File: config.mk
export PLATFORM = sky130hd
export DESIGN_NAME = freq_gate_counter
export DESIGN_NICKNAME = d
export VERILOG_FILES = /design/src/rtl/freq_meter_pkg.sv /design/src/rtl/sync_edge_det.sv /design/src/rtl/freq_gate_counter.sv
export SDC_FILE = /design/constraint.sdc
export NUM_CORES = 1
export LEC_CHECK = 0
export BUFFER_PORTS_ARGS = -buffer_cell sky130_fd_sc_hd__buf_2
export CAP_MARGIN = 10
export CORE_MARGIN = 2
export CORE_UTILIZATION = 40
export DETAILED_ROUTE_END_ITERATION = 7
export SLEW_MARGIN = 20
export SYNTH_ARGS = -nofsm -noshare
export SYNTH_HDL_FRONTEND = slang
export SYNTH_SLANG_ARGS = --single-unit
export TNS_END_PERCENT = 5
File: constraint.sdc
create_clock -name clk -period 3 [get_ports clk]
set_input_delay 0.6 -clock clk [delete_from_list [all_inputs] [get_ports clk]]
set_output_delay 0.6 -clock clk [all_outputs]
set_load 0.005 [all_outputs]
File: src/rtl/freq_meter_pkg.sv
// Shared definitions for the frequency meter: default widths, display limit,
// the measurement FSM states and the gate counter width helper.
package freq_meter_pkg;

  localparam int COUNT_W_DEFAULT = 23;
  localparam int DISPLAY_MAX     = 999_999;

  typedef enum logic {
    FILL  = 1'b0,
    COUNT = 1'b1
  } state_t;

  function automatic int gate_w(input int gate_cycles);
    return $clog2(gate_cycles);
  endfunction

endpackage

File: src/rtl/sync_edge_det.sv
// Two-flop synchroniser for an asynchronous input followed by a rising-edge
// detector on the synchronised level.
module sync_edge_det (
  input  logic clk,
  input  logic rst,
  input  logic d,
  output logic sync,
  output logic rise
);

  logic meta;
  logic prev;

  always_ff @(posedge clk or posedge rst) begin
    if (rst) begin
      meta <= 1'b0;
      sync <= 1'b0;
      prev <= 1'b0;
    end else begin
      meta <= d;
      sync <= meta;
      prev <= sync;
    end
  end

  assign rise = sync & ~prev;

endmodule

File: src/rtl/freq_gate_counter.sv
// Gated edge counter: counts synchronised rising edges of sig_in over
// GATE_CYCLES clocks and latches the result into freq_out. Optional macro
// FREQ_CLAMP_EN saturates the count at the six-digit display maximum.
module freq_gate_counter
  import freq_meter_pkg::*;
#(
  parameter int CLK_FREQ    = 50_000_000,
  parameter int GATE_CYCLES = CLK_FREQ,
  parameter int COUNT_W     = COUNT_W_DEFAULT
) (
  input  logic               clk,
  input  logic               rst,
  input  logic               sig_in,
  input  logic               hold,
  output logic [COUNT_W-1:0] freq_out,
  output logic               valid,
  output logic               ovf
);

  localparam int               GW        = gate_w(GATE_CYCLES);
  localparam logic [GW-1:0]    GATE_LAST = GW'(GATE_CYCLES - 1);
`ifdef FREQ_CLAMP_EN
  localparam logic [COUNT_W-1:0] LIMIT = (COUNT_W >= 20) ? COUNT_W'(DISPLAY_MAX) : '1;
`else
  localparam logic [COUNT_W-1:0] LIMIT = '1;
`endif

  if (GATE_CYCLES < 4 || CLK_FREQ <= 0) begin : g_param_check
    $error("freq_gate_counter: GATE_CYCLES must be >= 4 and CLK_FREQ > 0");
  end

  state_t             state;
  logic               fill_cnt;
  logic [GW-1:0]      gate_cnt;
  logic [COUNT_W-1:0] edge_cnt;
  logic [COUNT_W-1:0] edge_next;
  logic               gate_last;
  logic               rise;
  logic               sig_sync_unused;

  sync_edge_det u_sync (
    .clk  (clk),
    .rst  (rst),
    .d    (sig_in),
    .sync (sig_sync_unused),
    .rise (rise)
  );

  // The edge in the terminal cycle is folded into the finishing window.
  assign edge_next = (rise && (edge_cnt != LIMIT)) ? edge_cnt + COUNT_W'(1) : edge_cnt;
  assign gate_last = (gate_cnt == GATE_LAST);

  always_ff @(posedge clk or posedge rst) begin
    if (rst) begin
      state    <= FILL;
      fill_cnt <= 1'b0;
      gate_cnt <= '0;
      edge_cnt <= '0;
      freq_out <= '0;
      valid    <= 1'b0;
      ovf      <= 1'b0;
    end else begin
      valid <= 1'b0;
      case (state)
        FILL: begin
          fill_cnt <= 1'b1;
          if (fill_cnt) state <= COUNT;
        end
        COUNT: begin
          if (gate_last) begin
            gate_cnt <= '0;
            edge_cnt <= '0;
            if (!hold) begin
              freq_out <= edge_next;
              ovf      <= (edge_next == LIMIT);
              valid    <= 1'b1;
            end
          end else begin
            gate_cnt <= gate_cnt + GW'(1);
            edge_cnt <= edge_next;
          end
        end
        default: state <= FILL;
      endcase
    end
  end

endmodule

Yosys cells after proc, flatten, opt, wreduce, memory -nomap -nowiden
Index checks and enable logic that the tools add are counted.
{"block": "classes", "n_eq_ne": 3, "n_bitwise": 3, "n_mux": 8, "n_reduce_logical": 2, "n_addsub": 2}
{"cell": "2-to-1 mux 23 bit", "count": 2}
{"cell": "adder 26 x 1 -> 26 bit, second input constant", "count": 1}
{"cell": "equality test 26 bit, second input constant", "count": 1}
{"cell": "2-to-1 mux 26 bit", "count": 1}
{"cell": "adder 23 x 1 -> 23 bit, second input constant", "count": 1}
{"cell": "equality test 23 bit, second input constant", "count": 1}
{"cell": "inequality test 23 bit, second input constant", "count": 1}
{"cell": "2-to-1 mux 1 bit", "count": 5}
{"cell": "AND reduction 3 bit", "count": 1}
{"cell": "inverter 1 bit", "count": 2}
{"cell": "AND 1 bit", "count": 1}
{"cell": "logical AND 1 bit", "count": 1}
{"block": "word_totals", "regBits": 79, "wordCells": 28, "out_inout_bits": 25}

Logic depth before layout (Yosys ltp)
Gate-level depths: netlist (run 1).
{"block": "depth", "ltp_word": 5, "ltp_mapped": 10}

Modules after synthesis
A second synthesis (run 1) with hierarchy kept.
{"block": "unflattened", "cells_unflattened": 422, "area_unflattened_um2": 4068.9}
{"mod": "freq_gate_counter", "n_inst": 1, "area_each_um2": 3976.3, "cells_each": 417}
{"mod": "sync_edge_det", "n_inst": 1, "area_each_um2": 92.6, "cells_each": 5}

Worst setup path after synthesis (run 1)
No wires, ideal clock.
{"block": "synth_path", "path_kind": "reg-to-reg", "start": "register edge_cnt[0]", "end": "register ovf", "path_slack_ns": 0.616, "path_stages_with_launch": 9, "required_time_ns": 2.905, "period_less_slack_ns": 2.384, "setup_ns": 0.095, "arrival_ns": 2.289, "cell_sequence": "dfrtp_1 ha_1 nand3_1 nor4_4 a21oi_2 and3_1 o22a_1 or3_1 o31ai_1"}
{"block": "synth_via", "elab_chain_cells": 4, "elab_cells_between_ends": 5, "cone_classes": "1 x add/sub; 2 x eq/ne; 1 x mux; 1 x reduce/logical"}
{"element": "from (decl)", "line": "freq_gate_counter.sv:35", "source": "logic [COUNT_W-1:0] edge_cnt;"}
{"element": "from (signal assigned)", "line": "freq_gate_counter.sv:80", "source": "edge_cnt <= edge_next;"}
{"element": "parallel branches: the longest is 2 deep, another holds adder 23 x 1 -> 23 bit"}
{"element": "2-to-1 mux 23 bit *", "line": "freq_gate_counter.sv:50", "source": "assign edge_next = (rise && (edge_cnt != LIMIT)) ? edge_cnt + COUNT_W'(1) : edge_cnt;"}
{"element": "equality test 23 bit *", "line": "freq_gate_counter.sv:75", "source": "ovf <= (edge_next == LIMIT);"}
{"element": "to (signal assigned)", "line": "freq_gate_counter.sv:75"}
{"element": "to (decl)", "line": "freq_gate_counter.sv:17", "source": "output logic ovf"}
Mark *: on every way between the ends.
A chain may end at the register's enable or synchronous reset.

Final worst setup path (run 1)
Ends and elaborated chain as after synthesis.

==> results of run 1 <==
[layer usage]
metal	part of all wire, %	wire, um	vias to the layer above
met2	48	4550	64
li1	-	-	1571
met4	2.0	192	0
met5	0	0	-
met1	46	4410	1565
met3	3.7	351	18
[final timing paths]
check	endpoint	slack, ps	from
max in group asynchronous	u_sync.meta	2360	rst
max reg2reg	ovf	270	edge_cnt[0]
min reg2reg	u_sync.sync	350	u_sync.meta
min	edge_cnt[8]	320	rst
min in group clk	u_sync.meta	350	sig_in
max	ovf	270	edge_cnt[0]
[power by group]
| group | internal [mW] | switching, mW | total, mW |
|---|---|---|---|
| Sequential | 1.09 | 0.0542 | 1.15 |
| Combinational | 0.0603 | 0.0880 | 0.148 |
| Clock | 0.407 | 0.387 | 0.794 |
| Total | 1.56 | 0.529 | 2.09 |
[through the flow]
stage               cells  power [mW]  hold slack, ps  util (%)  setup slack (ps)
CTS                   596        2.11             336      47.0               308
detailed placement    580        1.32             340      45.1               334
global placement      580        1.31             335      45.1               420
floorplan             425        1.27             331         -               377
global route          596        2.19             328      47.0              15.3
finish                596        2.09             320      47.0               269
[critical path, cell delays in order (launching register included)]
cell,delay [ps]
dfrtp_1,470
ha_1,260
nand3_1,270
nor4_4,490
a21oi_2,110
and3_1,230
o22a_1,160
or3_1,390
o31ai_1,250
[cell families after synthesis]
group / Yosys count
and+or+nand+nor: 183
AOI/OAI and AO/OA: 85
DFF: 79
xor gates and xnor gates: 41
buffers and inverters: 29
muxes: 6
adders and majority gates: 2
[final cells by class]
cell class              instances  area (um2)
clock inverters                 3        42.5
flip-flops and latches         79        1980
multi-input cells             317        1980
inverters                       6        23.8
clock buffers                  13         149
repair buffers                 45         280
fillers                       956        5200
well taps                     133         166
[synth_stat cells, types with 2 or more instances]
master,instances
o21ai_0,37
and3_1,5
or3_1,3
o2bb2ai_1,6
nor2b_1,3
a32o_1,2
ha_1,2
a31oi_1,3
a21oi_2,2
dfrtp_1,79
nand2b_1,5
a21oi_1,8
a211oi_1,2
nor2_1,35
nand3_1,16
nor3_1,6
mux2_2,2
a41oi_1,2
xnor2_1,28
xor2_1,13
clkbuf_1,13
o22ai_1,2
nand4b_1,5
buf_2,8
and4_1,4
inv_1,6
mux2i_1,4
nor4_1,8
o31ai_1,7
nand4_4,3
or2_2,2
nand4_1,12
o21ai_1,6
nand2_1,67
[registers in the layout, indices dropped and copies added (netlist names)]
register	cells
u_sync.prev	1
u_sync.meta	1
u_sync.sync	1
ovf	1
edge_cnt	23
valid	1
state	1
gate_cnt	26
freq_out	23
fill_cnt	1
==> flow_results.org, run 1 <==
** Status
- The run finished with clean final reports.

** Synth
- Summing the areas of all compound-gate instances in the mapped netlist gives 13.5% of the synthesized area.
- By area, the combinational part of the netlist is dominated by simple AND/OR/NAND/NOR gates.
- After synthesis, flip-flops and latches occupy 48.5% of the total area.
- Counting every net in the synthesized netlist gives approximately 430.
- Counting every instance in the synthesized netlist gives 425.
- Adder-cell share of the synthesized area :: less than 1%
- Summing the areas of all xor and xnor instances in the mapped netlist gives 8.81% of the synthesized area.
- Area share of and/or/nand/nor cells after synthesis :: 23.9%
- Netlist area before placement :: 0.00407 mm2
- Sorting the synthesized cells by area gives the leading types as dfrtp_1 49%, nand2_1 6.2%, xnor2_1 6.0%, o21ai_0 4.5%, nor2_1 3.2%.
- Asr flop ratio synth :: 100%
- Yosys reg bits :: 79
- Each instance of the synthesized netlist takes up on average between 9 and 10 um2.
- In the synthesized netlist, mux cells make up 1.54% of the area.
- Top_reg_cell synth :: dfrtp_1
- The biggest area contributor in the post-synthesis netlist is dfrtp_1.
- Number of distinct standard cells referenced by the synthesized netlist :: 53
- Of the post-synthesis cell area, the dominant cell type holds 48.5%.
- Count of flip-flops with a built-in enable after synthesis :: 0
- Yosys warnings :: 0

** Finish
- Leading cell types in the layout, fill and taps excluded :: 79 x dfrtp_1, 67 x nand2_1, 37 x o21ai_0
- Most common cell after layout, fill and taps aside :: dfrtp_1
- The area growth from synthesis to layout is 13.4%.
- Post-route standard cell area excluding fillers :: 0.00462 mm2
- The number of antenna diodes in the final layout is 0.
- The net count of the finished layout is 464.
- Share of post-route cells with drive strength above 1 :: 16.6%

** Timing
- Max transition margin :: 52.4%
- Fin Setup TNS :: 0 ps
- Max Freq :: 0.366 GHz
- The worst path uses 91.0% of the clock period.
- The number of failing hold endpoints at the final stage is 0.
- Slew at the pin closest to its max-slew limit :: 708 ps
- Count of final setup violators :: 0
- The worst path needs 2730 ps of the cycle, external delays included.
- Setup repair after global routing left no endpoint under its margin.
- Across the routed clock network, the largest skew measured is about 13 ps.
- The number of slew-limit violations in the final report is 0.

** Clock network
- TritonCTS built the clock tree.
- Setup Buffers After CTS :: 0
- The H-tree was split into 3 levels.
- Counting along the longest clock path gives a buffer depth of 2.
- The later pin in the worst-skew pair is clocked with a latency of 360 ps.
- Resize count post-CTS :: 0
- Clock-pin slew of the registers on the worst-case setup and hold paths :: 80 ps
- CTS saw just under 80 sinks.
- Number of buffers created by CTS :: 9
- In this run, post-CTS hold repair placed 0 buffers.
- Clock tree synthesis selected as its root buffer the cell clkbuf_8.

** Floorplanning
- IO Count :: 29
- Floorplan core area :: about 0.01 mm2
- Die extent in x :: between 100 and 150 um
- The die is 105 um tall.
- Count of standard-cell rows :: 36
- Die area :: 0.0110 mm2
- Starting density of the core :: 41.5%

** Placement
- The placed instances occupy a cell area of between 0.004 and 0.005 mm2.
- At the end of routability-driven placement, the weighted congestion stood at roughly 0.91.
- Post-detailed-placement half-perimeter wirelength :: 6.74 mm
- Count of input and output buffers :: 28

** Global route
- After global routing the overflow that remains totals 0.
- Number of antenna violations at the first check in global routing :: 0
- Met1 Resource Use GR :: 25.1%
- The first global-routing pass estimated 16.1 mm of wire.
- Vias in the first global route :: 3171
- Global routing usage on met3 :: under 10%
- Maximum number of pins on one net before global-route repair :: 80
- Met2 track utilization from global routing :: 28.7%
- For this run, the total global-route usage over all layers was measured as 18.5%.
- Routing layer with the top usage in global route :: met2

** Setup path
- The critical path is of the reg -> reg type.
- Crit-path max FO :: 8
- Type of origin of the critical path :: register
- Arrival time at the worst endpoint :: 3000 ps
- The worst setup path is captured at a register.
- Counting cells, the worst reg-to-reg path comes to 8.
- Data on the critical path is required at its endpoint by 3260 ps.

** Detailed routing
- Detailed-route DRC error count :: 0
- After detailed routing, the total wire length is ~9.5 mm.
- DR pass1 iterations :: 4
- In this run the remaining antenna-violating nets after routing total 0.
- DR vias :: around 3.2k
- DR WL/cell :: 16.0 um
- Number of vias per cell after detailed routing :: 5.40
- After the first detailed-routing iteration, the DRC count stood at 147.

** Worst hold path
- Class of the tightest hold or removal check :: in -> async

** Power and ir drop
- The analysis attributes to cell leakage a power of 2.00 nW.
- Maximum vdd drop :: 0.288 mV
- PwrDens :: around 450 mW/mm2

** Job
- Max capacitance violation total :: 0
Note: power is estimated with default switching activity, not from simulation.
==> run 2: changes to the inputs <==
--- a/config.mk
+++ b/config.mk
@@ -5,6 +5,7 @@
 export SDC_FILE = /design/constraint.sdc
 export NUM_CORES = 1
 export LEC_CHECK = 0
+export ABC_AREA = 1
 export BUFFER_PORTS_ARGS = -buffer_cell sky130_fd_sc_hd__buf_2
 export CAP_MARGIN = 10
 export CORE_MARGIN = 2
==> run 2 against run 1 <==
  * Clock-buffer cell count did not move
  * Design area rose by 3.1%
  * Synthesized cell count increased by 34%
  * Global-route usage is 0.51 points higher
  * Core utilization decreased by 1.1 points
  * Routed wire length rose by 7.6%
  * Final cell count rose by 24%
  * Largest cell class is now flip-flops and latches
  * Largest power group unchanged
==> flow_results.org, run 2 <==
** Clock network
- Number of buffers created by CTS :: 9 (unchanged)
- Maximum level of the CTS H-tree :: 3 (unchanged)
- Worst-Skew Late Latency :: 360 ps (about the same)
- Clock tree from TritonCTS :: yes (unchanged)
- The quantity of hold-fixing buffers added after cts came to 0 (unchanged).
- The number of post-CTS setup repair buffers was 0 (unchanged).
- The clock root buffer was clkbuf_8 (unchanged).
- The number of clock sinks came to 79 (unchanged).
- The total of cells resized after clock tree synthesis is 0 (unchanged).
- Clock-pin slew of the registers on the worst-case setup and hold paths :: 80 ps (about the same)
- The largest buffer count on any clock path is 2 (unchanged).

** Finish
- The post-layout utilization of the core is 45.9% (was 47.0%).
- Area added between synthesis and finish :: 11.4% (was 13.4%)
- The share of final-layout standard cells stronger than drive strength 1 was 11.8% (was 16.6%).
- The layout net count is 602 (was 464).
- Biggest registers after layout :: gate_cnt: 26 flops, edge_cnt: 23 flops, freq_out: 23 flops (unchanged)
- Leading cell types in the layout, fill and taps excluded :: 154 x nand2_1, 79 x dfrtp_1, 72 x nor2_1 (was 79 x dfrtp_1, 67 x nand2_1, 37 x o21ai_0)
- The most common cell after layout, fill and taps aside is nand2_1 (was dfrtp_1).
- Post-route standard cell area excluding fillers :: 0.00476 mm2 (was 0.00462 mm2)
- The number of antenna repair diodes came to 0 (unchanged).
- The number of flip-flops under the largest register name is 26 (unchanged).
- The final non-filler cell total is 737 (was 596).
- The most flop-heavy register is gate_cnt (unchanged).

** Detailed routing
- The number of remaining DRC errors is 0 (unchanged).
- Number of vias per cell after detailed routing :: 5.11 (was 5.40)
- The total met3 wirelength after detailed routing was 594 um (was 351 um).
- Met1 layer wirelength in the final routing :: 5.37 mm (was 4.41 mm)
- The antenna violation net count after detailed routing was 0 (unchanged).
- The total vias in the final route came to 3767 (was 3218).
- The highest metal layer with signal wires is met4 (unchanged).
- DR WL/cell :: 13.9 um (was 16.0 um)
- The total routed wirelength came to 10.2 mm (was 9.51 mm).
- DR pass1 iterations :: 4 (unchanged)
- The violation count after the first detailed-route iteration came to 267 (was 147).
- WL met2 :: 4.15 mm (was 4.55 mm)

** Floorplanning
- The starting utilization of the core area was 41.2% (was 41.5%).
- Floorplan core area :: 0.0104 mm2 (was 0.00982 mm2)
- Die extent in x :: 107 um (was 105 um)
- Height of the die :: 107 um (was 105 um)
- The number of ports placed on the die boundary came to 29 (unchanged).
- The number of rows created at floorplan came to 37 (was 36).
- Die area :: 0.0115 mm2 (was 0.0110 mm2)

** Synth
- The mean area per synthesized cell is 7.51 um2 (was 9.59 um2).
- The sequential share of the synthesized area was 46.2% (was 48.5%).
- The net count after synthesis is 575 (was 431).
- Yosys warnings :: 0 (unchanged)
- The predominant post-synthesis flop cell was dfrtp_1 (unchanged).
- The number of enable flip-flop cells after synthesis was 0 (unchanged).
- Asr flop ratio synth :: 100% (unchanged)
- Instance count of the mapped netlist :: 569 (was 425)
- Most common cell in the synthesized netlist :: nand2_1 (was dfrtp_1)
- The netlist area before placement is 0.00428 mm2 (was 0.00407 mm2).
- Synth area leader :: dfrtp_1 (unchanged)
- Post-synth top cells :: 154 x nand2_1, 79 x dfrtp_1, 72 x nor2_1 (was 79 x dfrtp_1, 67 x nand2_1, 37 x o21ai_0)
- The share of Yosys cell area claimed by the top area cell type is 46.2% (was 48.5%).
- Top post-synthesis cells by area: dfrtp_1 46%, nand2_1 14%, nor2_1 6.3%, inv_1 5.8%, nand3_1 4.7% (was dfrtp_1 49%, nand2_1 6.2%, xnor2_1 6.0%, o21ai_0 4.5%, nor2_1 3.2%).
- Yosys reg bits :: 79 (unchanged)
- The post-synthesis cell type count is 36 (was 53).

** Placement
- The post-detailed-placement cell area was 0.00454 mm2 (was 0.00443 mm2).
- The weighted congestion at the end of routability-driven global placement came to 0.910 (about the same).
- Post-detailed-placement half-perimeter wirelength :: 7.28 mm (was 6.74 mm)
- The number of port buffers came to 28 (unchanged).
- The placed cell count came to 721 (was 580).

** Timing
- The maximum achievable frequency is 0.441 GHz (was 0.366 GHz).
- Slew at the pin closest to its max-slew limit :: 655 ps (was 708 ps)
- The final period demand of the worst path is 2270 ps (was 2730 ps).
- The share of the clock period used by the worst path after layout came to 75.7% (was 91.0%).
- The smallest hold slack came to 272 ps (was 320 ps).
- Setup clock skew after layout :: 12.0 ps (was 12.5 ps)
- The total of endpoints with negative setup slack in the final report was 0 (unchanged).
- Setup repair after global routing missed its margin: false (unchanged).
- The remaining max-slew budget at the tightest pin is 56.3% (was 52.4%).
- Pins over their slew limit :: 0 (unchanged)
- Fin Setup TNS :: 0 ps (unchanged)
- Final hold violation count :: 0 (unchanged)

** Power and ir drop
- Seq pwr share :: 48.8% (was 54.9%)
- Clock group share of total power :: 36.9% (was 38.0%)
- The worst voltage drop across the vdd grid came to 0.183 mV (was 0.288 mV).
- The logic gate share of total power came to 14.3% (was 7.1%).
- The internal power came to 1.76 mW (was 1.56 mW).
- Switching Power :: 689 uW (was 529 uW)
- Leak :: 2.20 nW (was 2.00 nW)
- Net Sw Frac :: 28.1% (was 25.3%)
- PwrDens :: 515 mW/mm2 (was 452 mW/mm2)

** Global route
- The wire length of the first global-routing pass came to 17.2 mm (was 16.1 mm).
- The number of antenna violations at the first check in global routing was 0 (unchanged).
- The via count of the first global-routing pass came to 3419 (was 3171).
- Combined global-route utilization of all metal layers :: 19.0% (was 18.5%)
- The pin count of the biggest net entering global routing was 52 (was 80).
- The total global routing overflow is 0 (unchanged).

** Setup path
- Crit-path max FO :: 24 (was 8)
- The critical path data required time was 3300 ps (was 3260 ps).
- The critical setup path kind is reg -> reg (unchanged).
- Worst setup slack for register-to-register paths :: 730 ps (was 270 ps)
- The kind of end point of the critical path was a register (unchanged).
- Type of origin of the critical path :: register (unchanged)
- The worst endpoint data arrival time is 2570 ps (was 3000 ps).
- The first element of the critical path is edge_cnt[0] (unchanged).
- The critical register-to-register path endpoint was ovf (unchanged).
- Worst Reg2Reg Path Length in Cells :: 13 (was 8)
- Beginning of the worst register-to-register path :: edge_cnt[0] (unchanged)

** Worst hold path
- Class of the tightest hold or removal check :: in -> async (unchanged)

** Job
- Max capacitance violation total :: 0 (unchanged)

** Status
- Run status: completed (unchanged).
run 2: logic make-up (layout without fill, tap and decap cells):
family	count (synthesis)	after routing	share of synthesized area, %
and+or+nand+nor	319	319	32.6
adders and majority gates	2	2	0.585
DFF	79	79	46.2
AOI/OAI and AO/OA	71	71	9.51
buffers and inverters	84	116	8.05
xor gates and xnor gates	14	14	3.04
run 2: power by group through the flow:
| stage | clock, mW | sequential (mW) | combinational [mW] |
|---|---|---|---|
| after global routing | 0.969 | 1.21 | 0.407 |
| after global placement | 0 | 1.21 | 0.345 |
| after detailed placement | 0 | 1.21 | 0.346 |
| final | 0.904 | 1.20 | 0.352 |
| after CTS | 0.919 | 1.19 | 0.350 |
| after floorplan | 0 | 1.20 | 0.259 |
run 2: per-stage QoR:
stage | setup WS, ps | total power [mW]
after floorplan | 377 | 1.46
after global placement | 879 | 1.55
after detailed placement | 785 | 1.56
final | 730 | 2.45
after global routing | 413 | 2.58
after CTS | 740 | 2.46
run 2: layer usage:
metal | global-route usage [%] | vias to the layer above
met3 | 2.66 | 12
met4 | 7.05 | 0
li1 | - | 1888
met2 | 26.3 | 110
met5 | 0 | -
met1 | 29.8 | 1757
run 2: worst max-delay path by stage:
stage	slack, ps	endpoint
global placement	880	ovf
detailed placement	780	ovf
finish	730	ovf
global route	410	ovf
CTS	740	ovf
floorplan	380	edge_cnt[0]
run 2: layout make-up:
class | count | area [um2]
clock inverters | 3 | 65.1
fillers | 1051 | 5610
well taps | 136 | 170
multi-input cells | 406 | 1950
inverters | 69 | 260
repair buffers | 31 | 175
clock buffers | 13 | 159
flip-flops and latches | 79 | 1980
run 2: critical path: stages (launching register included):
cell and delay [ps]:
dfrtp_1 420, ha_1 240, nand2_1 70, nor2_1 170, nand2_2 110, nor2_2 120, nand2_2 270, nand2_2 250
o21ai_0 160, nor2_1 130, nand2_1 60, nor2_1 90, nand3_1 80, nand2_1 60
